[src/rtl/match_ctrl.sv]
// rtl/match_ctrl.sv - match sequencer gating the physics frame-start pulse
// Keeps scores, inserts the serve pause, declares match end and counts dropped ticks.
module match_ctrl #(
  parameter int SCORE_W      = 4,
  parameter int WIN_SCORE    = 15,
  parameter int PAUSE_FRAMES = 60
) (
  input  logic               clk,
  input  logic               rst_n,
  input  logic               tick_60hz,
  input  logic               start_btn,
  input  logic               phys_valid,
  input  logic               phys_game_over,
  input  logic [1:0]         phys_winner,
  output logic               phys_en,
  output logic [SCORE_W-1:0] p1_score,
  output logic [SCORE_W-1:0] p2_score,
  output logic               match_over,
  output logic [1:0]         match_winner,
  output logic               pausing,
  output logic [7:0]         overrun_cnt
);

  typedef enum logic [1:0] {
    S_IDLE,
    S_PLAY,
    S_POINT_WAIT,
    S_MATCH_OVER
  } state_t;

  localparam logic [SCORE_W-1:0] WIN_S      = SCORE_W'(WIN_SCORE);
  localparam logic [7:0]         PAUSE_INIT = 8'(PAUSE_FRAMES);

  state_t             state_q, state_d;
  logic               busy_q, busy_d;
  logic [7:0]         pause_cnt_q, pause_cnt_d;
  logic [SCORE_W-1:0] p1_q, p1_d;
  logic [SCORE_W-1:0] p2_q, p2_d;
  logic [1:0]         winner_q, winner_d;
  logic [7:0]         overrun_q, overrun_d;
  logic               phys_en_q, phys_en_d;
  logic               match_over_q, match_over_d;
  logic               pausing_q, pausing_d;

  logic               tick_free;
  logic               frame_done;
  logic               overrun_inc;
  logic [SCORE_W-1:0] new_score;

  always_comb begin
    state_d      = state_q;
    busy_d       = busy_q;
    pause_cnt_d  = pause_cnt_q;
    p1_d         = p1_q;
    p2_d         = p2_q;
    winner_d     = winner_q;
    overrun_d    = overrun_q;
    phys_en_d    = 1'b0;
    overrun_inc  = 1'b0;
    new_score    = '0;

    // A completion in the same cycle frees the slot before the tick is judged
    tick_free  = !busy_q || phys_valid;
    frame_done = phys_valid && busy_q;

    if (phys_valid) begin
      busy_d = 1'b0;
    end

    case (state_q)
      S_IDLE: begin
        if (start_btn) begin
          state_d = S_PLAY;
        end
      end

      S_PLAY: begin
        if (tick_60hz) begin
          if (tick_free) begin
            phys_en_d = 1'b1;
          end else begin
            overrun_inc = 1'b1;
          end
        end
        if (frame_done && phys_game_over &&
            (phys_winner == 2'd1 || phys_winner == 2'd2)) begin
          if (phys_winner == 2'd1) begin
            new_score = p1_q + 1'b1;
            p1_d      = new_score;
          end else begin
            new_score = p2_q + 1'b1;
            p2_d      = new_score;
          end
          if (new_score == WIN_S) begin
            winner_d = phys_winner;
            state_d  = S_MATCH_OVER;
          end else begin
            pause_cnt_d = PAUSE_INIT;
            state_d     = S_POINT_WAIT;
          end
        end
      end

      S_POINT_WAIT: begin
        if (tick_60hz) begin
          // Last pause tick launches the reset frame; a busy slot holds it at 1
          if (pause_cnt_q == 8'd1) begin
            if (tick_free) begin
              phys_en_d   = 1'b1;
              pause_cnt_d = 8'd0;
              state_d     = S_PLAY;
            end else begin
              overrun_inc = 1'b1;
            end
          end else if (pause_cnt_q != 8'd0) begin
            pause_cnt_d = pause_cnt_q - 8'd1;
          end
        end
      end

      S_MATCH_OVER: begin
        if (start_btn) begin
          p1_d        = '0;
          p2_d        = '0;
          winner_d    = 2'd0;
          pause_cnt_d = PAUSE_INIT;
          state_d     = S_POINT_WAIT;
        end
      end

      default: begin
        state_d = S_IDLE;
      end
    endcase

    if (phys_en_d) begin
      busy_d = 1'b1;
    end
    if (overrun_inc && overrun_q != 8'hFF) begin
      overrun_d = overrun_q + 8'd1;
    end

    match_over_d = (state_d == S_MATCH_OVER);
    pausing_d    = (state_d == S_POINT_WAIT);
  end

  always_ff @(posedge clk or negedge rst_n) begin
    if (!rst_n) begin
      state_q      <= S_IDLE;
      busy_q       <= 1'b0;
      pause_cnt_q  <= 8'd0;
      p1_q         <= '0;
      p2_q         <= '0;
      winner_q     <= 2'd0;
      overrun_q    <= 8'd0;
      phys_en_q    <= 1'b0;
      match_over_q <= 1'b0;
      pausing_q    <= 1'b0;
    end else begin
      state_q      <= state_d;
      busy_q       <= busy_d;
      pause_cnt_q  <= pause_cnt_d;
      p1_q         <= p1_d;
      p2_q         <= p2_d;
      winner_q     <= winner_d;
      overrun_q    <= overrun_d;
      phys_en_q    <= phys_en_d;
      match_over_q <= match_over_d;
      pausing_q    <= pausing_d;
    end
  end

  assign phys_en      = phys_en_q;
  assign p1_score     = p1_q;
  assign p2_score     = p2_q;
  assign match_over   = match_over_q;
  assign match_winner = winner_q;
  assign pausing      = pausing_q;
  assign overrun_cnt  = overrun_q;

endmodule
[config.mk]
export PLATFORM = sky130hd
export DESIGN_NAME = match_ctrl
export DESIGN_NICKNAME = d
export VERILOG_FILES = /design/src/rtl/match_ctrl.sv
export SDC_FILE = /design/constraint.sdc
export NUM_CORES = 1
export LEC_CHECK = 0
export ABC_AREA = 1
export CORE_AREA = 2 2 86 88
export DETAILED_ROUTE_END_ITERATION = 8
export DIE_AREA = 0 0 88 90
export DONT_BUFFER_PORTS = 1
export PLACE_DENSITY = 0.41
export SKIP_CTS_REPAIR_TIMING = 1
export SYNTH_ARGS = -nofsm -noshare
export SYNTH_HDL_FRONTEND = slang
export SYNTH_SLANG_ARGS = --single-unit
[constraint.sdc]
create_clock -name clk -period 2.1 [get_ports clk]
set_clock_uncertainty 0.15 [all_clocks]
set_input_delay 0.21 -clock clk [delete_from_list [all_inputs] [get_ports clk]]
set_output_delay 0.21 -clock clk [all_outputs]
set_load 0.02 [all_outputs]
# ---- Word level (Yosys, flattened, before mapping)
# Cells that the tools add are included.
dict set report totals {
  ff_bits 32
  latchBits 0
  ram_bits 0
  romBits 0
  inputBits 8
  output_inout_bits 21
  word_cells 91
  mem_count 0
}
dict set report classes {
  add_sub_neg 4
  n_mul 0
  div_mod_pow 0
  magnitude_cmp 0
  n_eq_ne 19
  shifts 0
  mux 42
  bitwise 0
  reduce_logical 16
}
# operator n
set ops {}
lappend ops {{8-bit two-way mux} 7}
lappend ops {{4-bit two-way mux} 8}
lappend ops {{8-bit case mux with 3 select lines} 1}
lappend ops {{2-bit two-way mux} 9}
lappend ops {{4-bit case mux with 2 select lines} 2}
lappend ops {{2-bit inequality test (second input constant)} 7}
lappend ops {{4-bit AND reduction} 3}
lappend ops {{1-bit two-way mux} 11}
lappend ops {{2-bit == test (second input constant)} 5}
lappend ops {{4-bit by 1-bit adder with 4-bit output (second input constant)} 2}
lappend ops {{8-bit by 1-bit adder with 8-bit output (second input constant)} 1}
lappend ops {{8-bit by 1-bit == test with 1-bit output (second input constant)} 1}
lappend ops {{8-bit inequality test (second input constant)} 1}
lappend ops {{2-bit case mux with 4 select lines} 1}
lappend ops {{8-bit nonzero test} 1}
lappend ops {{8-bit by 1-bit subtractor with 8-bit output (second input constant)} 1}
lappend ops {{7-bit AND reduction} 1}
lappend ops {{3-bit inequality test (second input constant)} 2}
lappend ops {{2-bit by 1-bit == test with 1-bit output (second input constant)} 2}
lappend ops {{4-bit == test (second input constant)} 1}
lappend ops {{1-bit logical AND} 4}
lappend ops {{1-bit case mux with 2 select lines} 2}
lappend ops {{2-bit case mux with 2 select lines} 1}
lappend ops {{2-bit nonzero test} 2}
lappend ops {{other kinds (4)} 5}

# ---- Depth between registers and ports, before layout
dict set report depth {
  depth_word 10
  depth_mapped 12
  mapped_depth_nobuf 12
}

# ---- Worst setup path before layout
# No wires, ideal clock.
dict set report synth_timing {
  path_type {register to register}
  from {register p1_q[0] (netlist: p1_score[0])}
  to {register pause_cnt_q[2]}
  setup_ns 0.117
  t_arrival_ns 1.534
  t_required_ns 1.833
  slack_ns 0.299
  stages_incl_launch_ff 10
  path_buffers 0
  period_less_slack_ns 1.801
  cell_sequence {dfrtp_1 ha_1 nand3_1 nor2_1 nand2_1 nand3_1 nand2_1 nand2_2 nand2_1 nand2_1}
}
dict set report synth_via {
  elab_chain_len 7
}
# element line
set synth_lines {}
lappend synth_lines {{from (decl)} 37} ;# logic [SCORE_W-1:0] p1_q, p1_d;
lappend synth_lines {{from (signal assigned)} 163} ;# p1_q <= p1_d;
lappend synth_lines {{4-bit by 1-bit adder with 4-bit output} 88} ;# new_score = p1_q + 1'b1;
lappend synth_lines {{4-bit two-way mux} 87} ;# if (phys_winner == 2'd1) begin
lappend synth_lines {{4-bit two-way mux} 85} ;# if (frame_done && phys_game_over &&
lappend synth_lines {{4-bit two-way mux} 70} ;# case (state_q)
lappend synth_lines {{4-bit == test} 94} ;# if (new_score == WIN_S) begin
lappend synth_lines {{2-bit inequality test (no line)} -}
lappend synth_lines {{7-bit AND reduction (no line)} -}
lappend synth_lines {{to (signal assigned)} 162} ;# pause_cnt_q <= pause_cnt_d;
lappend synth_lines {{to (decl)} 36} ;# logic [7:0] pause_cnt_q, pause_cnt_d;
# No other way between the ends. The select of a mux whose other input is x is not followed.
# A chain may end at the register's enable or synchronous reset.

# ---- Worst setup path in the final report
dict set report layout_timing {
  from {register pause_cnt_q[1]}
  to {register pause_cnt_q[1]}
}
dict set report layout_via {
  elab_chain_len 5
  elab_cells_between_ends 10
  cone_classes {add/sub (1); eq/ne (3); mux (4); reduce/logical (2)}
}
# element line
set layout_lines {}
lappend layout_lines {{8-bit by 1-bit subtractor with 8-bit output} 116} ;# pause_cnt_d = pause_cnt_q - 8'd1;
lappend layout_lines {{8-bit two-way mux} 115} ;# end else if (pause_cnt_q != 8'd0) begin
lappend layout_lines {{8-bit two-way mux} 107} ;# if (pause_cnt_q == 8'd1) begin
lappend layout_lines {{8-bit two-way mux} 105} ;# if (tick_60hz) begin
lappend layout_lines {{8-bit case mux with 3 select lines} 70}
# Several ways; a longest one is shown, not always the timed one. The select of a mux whose other input is x is not followed.

==> flow_summary_export.csv <==
group,metric,value,unit
global_route,grt_pass1_wl,8250,um
synthesis,syn-cell-area,2000,um^2
global_route,overflow,0,
global_route,antenna_found_initial,0,
synthesis,synth_area_leaders,"dfrtp_1 40%, nand2_1 17%, nand3_1 8.0%",
sta,worst_slew_pin_slew,482,ps
worst_setup_path,worst-endpoint-required,2130,ps
floorplan,die_area,7920,um^2
sta,setup_viol,0,
power,clockPowerShare,19.1,%
global_route,grt_pass1_vias,1690,
run_status,outcome,"finished, final reports clean",
sta,fin_crit,1860,ps
synthesis,synth_edf_count,0,
worst_setup_path,critPathMaxFanout,9,
worst_setup_path,start_kind,"flop",
power,fin_total_pwr,3480,uW
final_layout,drive_above_1_share,9.67,%
placement,pre_cts_ws,175,ps
synthesis,avgSynthCellArea,7.18,um^2
worst_setup_path,crit_type,"flop to flop",
clock_network,clk_latency,290,ps
synthesis,synth_seq_cells,32,
clock_network,h-tree-depth,2,
sta,fin_ws,239,ps
final_layout,syn2layout_area_growth,19.0,%
run,maxCapViolCount,0,
power,irDropWorstVdd,0.430,mV
floorplan,rows,31,
sta,max_freq,537,MHz
routing,drcViolationCount,0,
global_route,track_usage,13.2,%
synthesis,synth_top_cell_area_share,40.1,%
power,power.leakage,0.00122,uW
sta,relSlewSlack,67.9,%
floorplan,die_h,90,um
final_layout,fin_nets,318,
clock_network,clockBufferDepth,2,
floorplan,die_x,88,um
placement,io_buffers,0,
synthesis,yosysMostFrequentCell,"nand2_1",
clock_network,clkTransAtPathRegs,80,ps
routing,drtAntennaViolNets,0,
sta,whs,3.02,ps
clock_network,cts_made_buffers,5,
floorplan,core,7020,um^2
routing,drt_wl_total,4870,um
global_route,grt_util_met2,21.7,%
synthesis,synth.largest_area_cell,"dfrtp_1",
global_route,grtUsageMet3,3.58,%
sta,setup_tns,0,ps
power,switchingPower,1620,uW
synthesis,synthFlopType,"dfrtp_1",
worst_setup_path,crit_arrival,1890,ps
global_route,grt_max_degree,33,
min_path,min_path_type,"primary input to flop",
synthesis,ys_seq_area_share,40.1,%
routing,viasPerCell,4.27,
power,power_frac_comb,48.0,%
final_layout,n_antenna_cell,0,
power,p_int,1860,uW
sta,rsz0062_at_grt,"no",
sta,fin_crit_sh,88.6,%
synthesis,yosysUniqueCellTypes,26,
routing,vias,1703,
power,power_density,1460,nW/um^2
placement,hpwl,3600,um
sta,hold_viol_final,0,
synthesis,synthTopCellsByCount,"89 x nand2_1, 35 x inv_1, 32 x dfrtp_1, 32 x nand3_1, 30 x nor2_1",
sta,drv_slew,0,
clock_network,cts_tree,"built",
synthesis,synth_warnings,0,
power,power_frac_seq,32.9,%
power,swShare,46.5,%
floorplan,ios,29,
synthesis,syn_nets,297,
routing,wire_per_inst,12.2,um
worst_setup_path,endpoint_kind,"flop",
synthesis,synthArstFlopShare,100,%
clock_network,cts-root-buf,"clkbuf_8",
routing,drt_iter0_drc,82,
global_route,met1_usage,16.9,%
global_route,busiest_layer,"met2",
clock_network,numClockSinks,32,
synthesis,synthCells,278,
routing,drt_pre_antenna_iters,4,
placement,gp_congestion,0.768,
floorplan,initial_utilization,28.4,%
layer usage:
layer  vias up  share of wire (%)
met1       751                 47
met5         -                  0
li1        920                  -
met2        26                 46
met3         6                5.0
met4         0                1.3
power by group through the flow:
stage               sequential [uW]  combinational [uW]  clock, uW
finish                         1140                1670        665
global route                   1180                1940        724
CTS                            1150                1670        694
detailed placement             1160                1660          0
global placement               1160                1660          0
floorplan                      1210                1110          0
worst max-delay path: stages (launching register included):
cell	delay [ps]
dfrtp_1	370
inv_1	130
ha_1	200
nand2_2	80
nor2_4	160
nand2_1	80
nand3_1	80
nand2_1	70
inv_2	130
nand2_2	160
nand2_1	90
nand2_1	50
cell usage in the layout (no fill, tap or decap), drive strengths merged:
| cell | netlist | final |
|---|---|---|
| nand2 | 92 | 92 |
| inv | 37 | 37 |
| nand3 | 32 | 32 |
| dfrtp | 32 | 32 |
| nor2 | 32 | 32 |
| o21ai | 16 | 16 |
| buf | 0 | 12 |
| ha | 11 | 11 |
| xor2 | 7 | 7 |
| clkbuf | 1 | 7 |
| a21oi | 6 | 6 |
| nand4 | 3 | 3 |
| dlygate4sd3 | 0 | 3 |
| o211ai | 2 | 2 |
| clkinv | 1 | 1 |
| o21bai | 1 | 1 |
| nand3b | 1 | 1 |
| o21a | 1 | 1 |
| nor3b | 1 | 1 |
| nor3 | 1 | 1 |
| xnor2 | 1 | 1 |
| bufinv | 0 | 1 |
worst paths after layout:
kind | cells past startpoint | startpoint | slack [ps] | end
max | 11 | pause_cnt_q[1] | 240 | pause_cnt_q[1]
min | 3 | start_btn | 3 | pausing
max reg2reg | 11 | pause_cnt_q[1] | 240 | pause_cnt_q[1]
min reg2reg | 2 | pause_cnt_q[1] | 320 | pause_cnt_q[1]
max in group asynchronous | 2 | rst_n | 1390 | pause_cnt_q[6]
min in group asynchronous | 2 | rst_n | 220 | p1_score[2]
area by class of cell:
type                       instances  area, um^2
timing repair buffer              15         133
multi-input combinational        207        1050
sequential                        32         801
tap                               99         124
clock buffer                       7        96.3
clock inverter                     1        30.0
fill                             755        4640
inverter                          38         143
through the flow:
step | utilization [%] | instance area [um^2] | std cells
3_3_place_gp | 31.3 | 2200 | 387
6_report | 33.8 | 2380 | 399
5_1_grt | 33.8 | 2380 | 399
4_1_cts | 33.1 | 2330 | 395
2_1_floorplan | - | 2000 | 278
3_5_place_dp | 31.3 | 2200 | 387
registers in the layout, summed over array words and instances (netlist names):
signal        count
busy_q            1
match_over        1
match_winner      2
overrun_cnt       8
p1_score          4
p2_score          4
pause_cnt_q       8
pausing           1
phys_en           1
state_q           2
cell families (layout without fill, tap and decap cells):
| kind of cell | Yosys count | count (layout) | synth area share, % |
|---|---|---|---|
| adder cells (fa/ha/maj) | 11 | 11 | 6.89 |
| buffers and inverters | 39 | 61 | 7.33 |
| flip-flops | 32 | 32 | 40.1 |
| XOR/XNOR | 8 | 8 | 3.51 |
| AO/OA/AOI/OAI | 26 | 26 | 7.77 |
| AND/OR/NAND/NOR | 162 | 162 | 34.4 |
(Power assumes the default switching activity.)
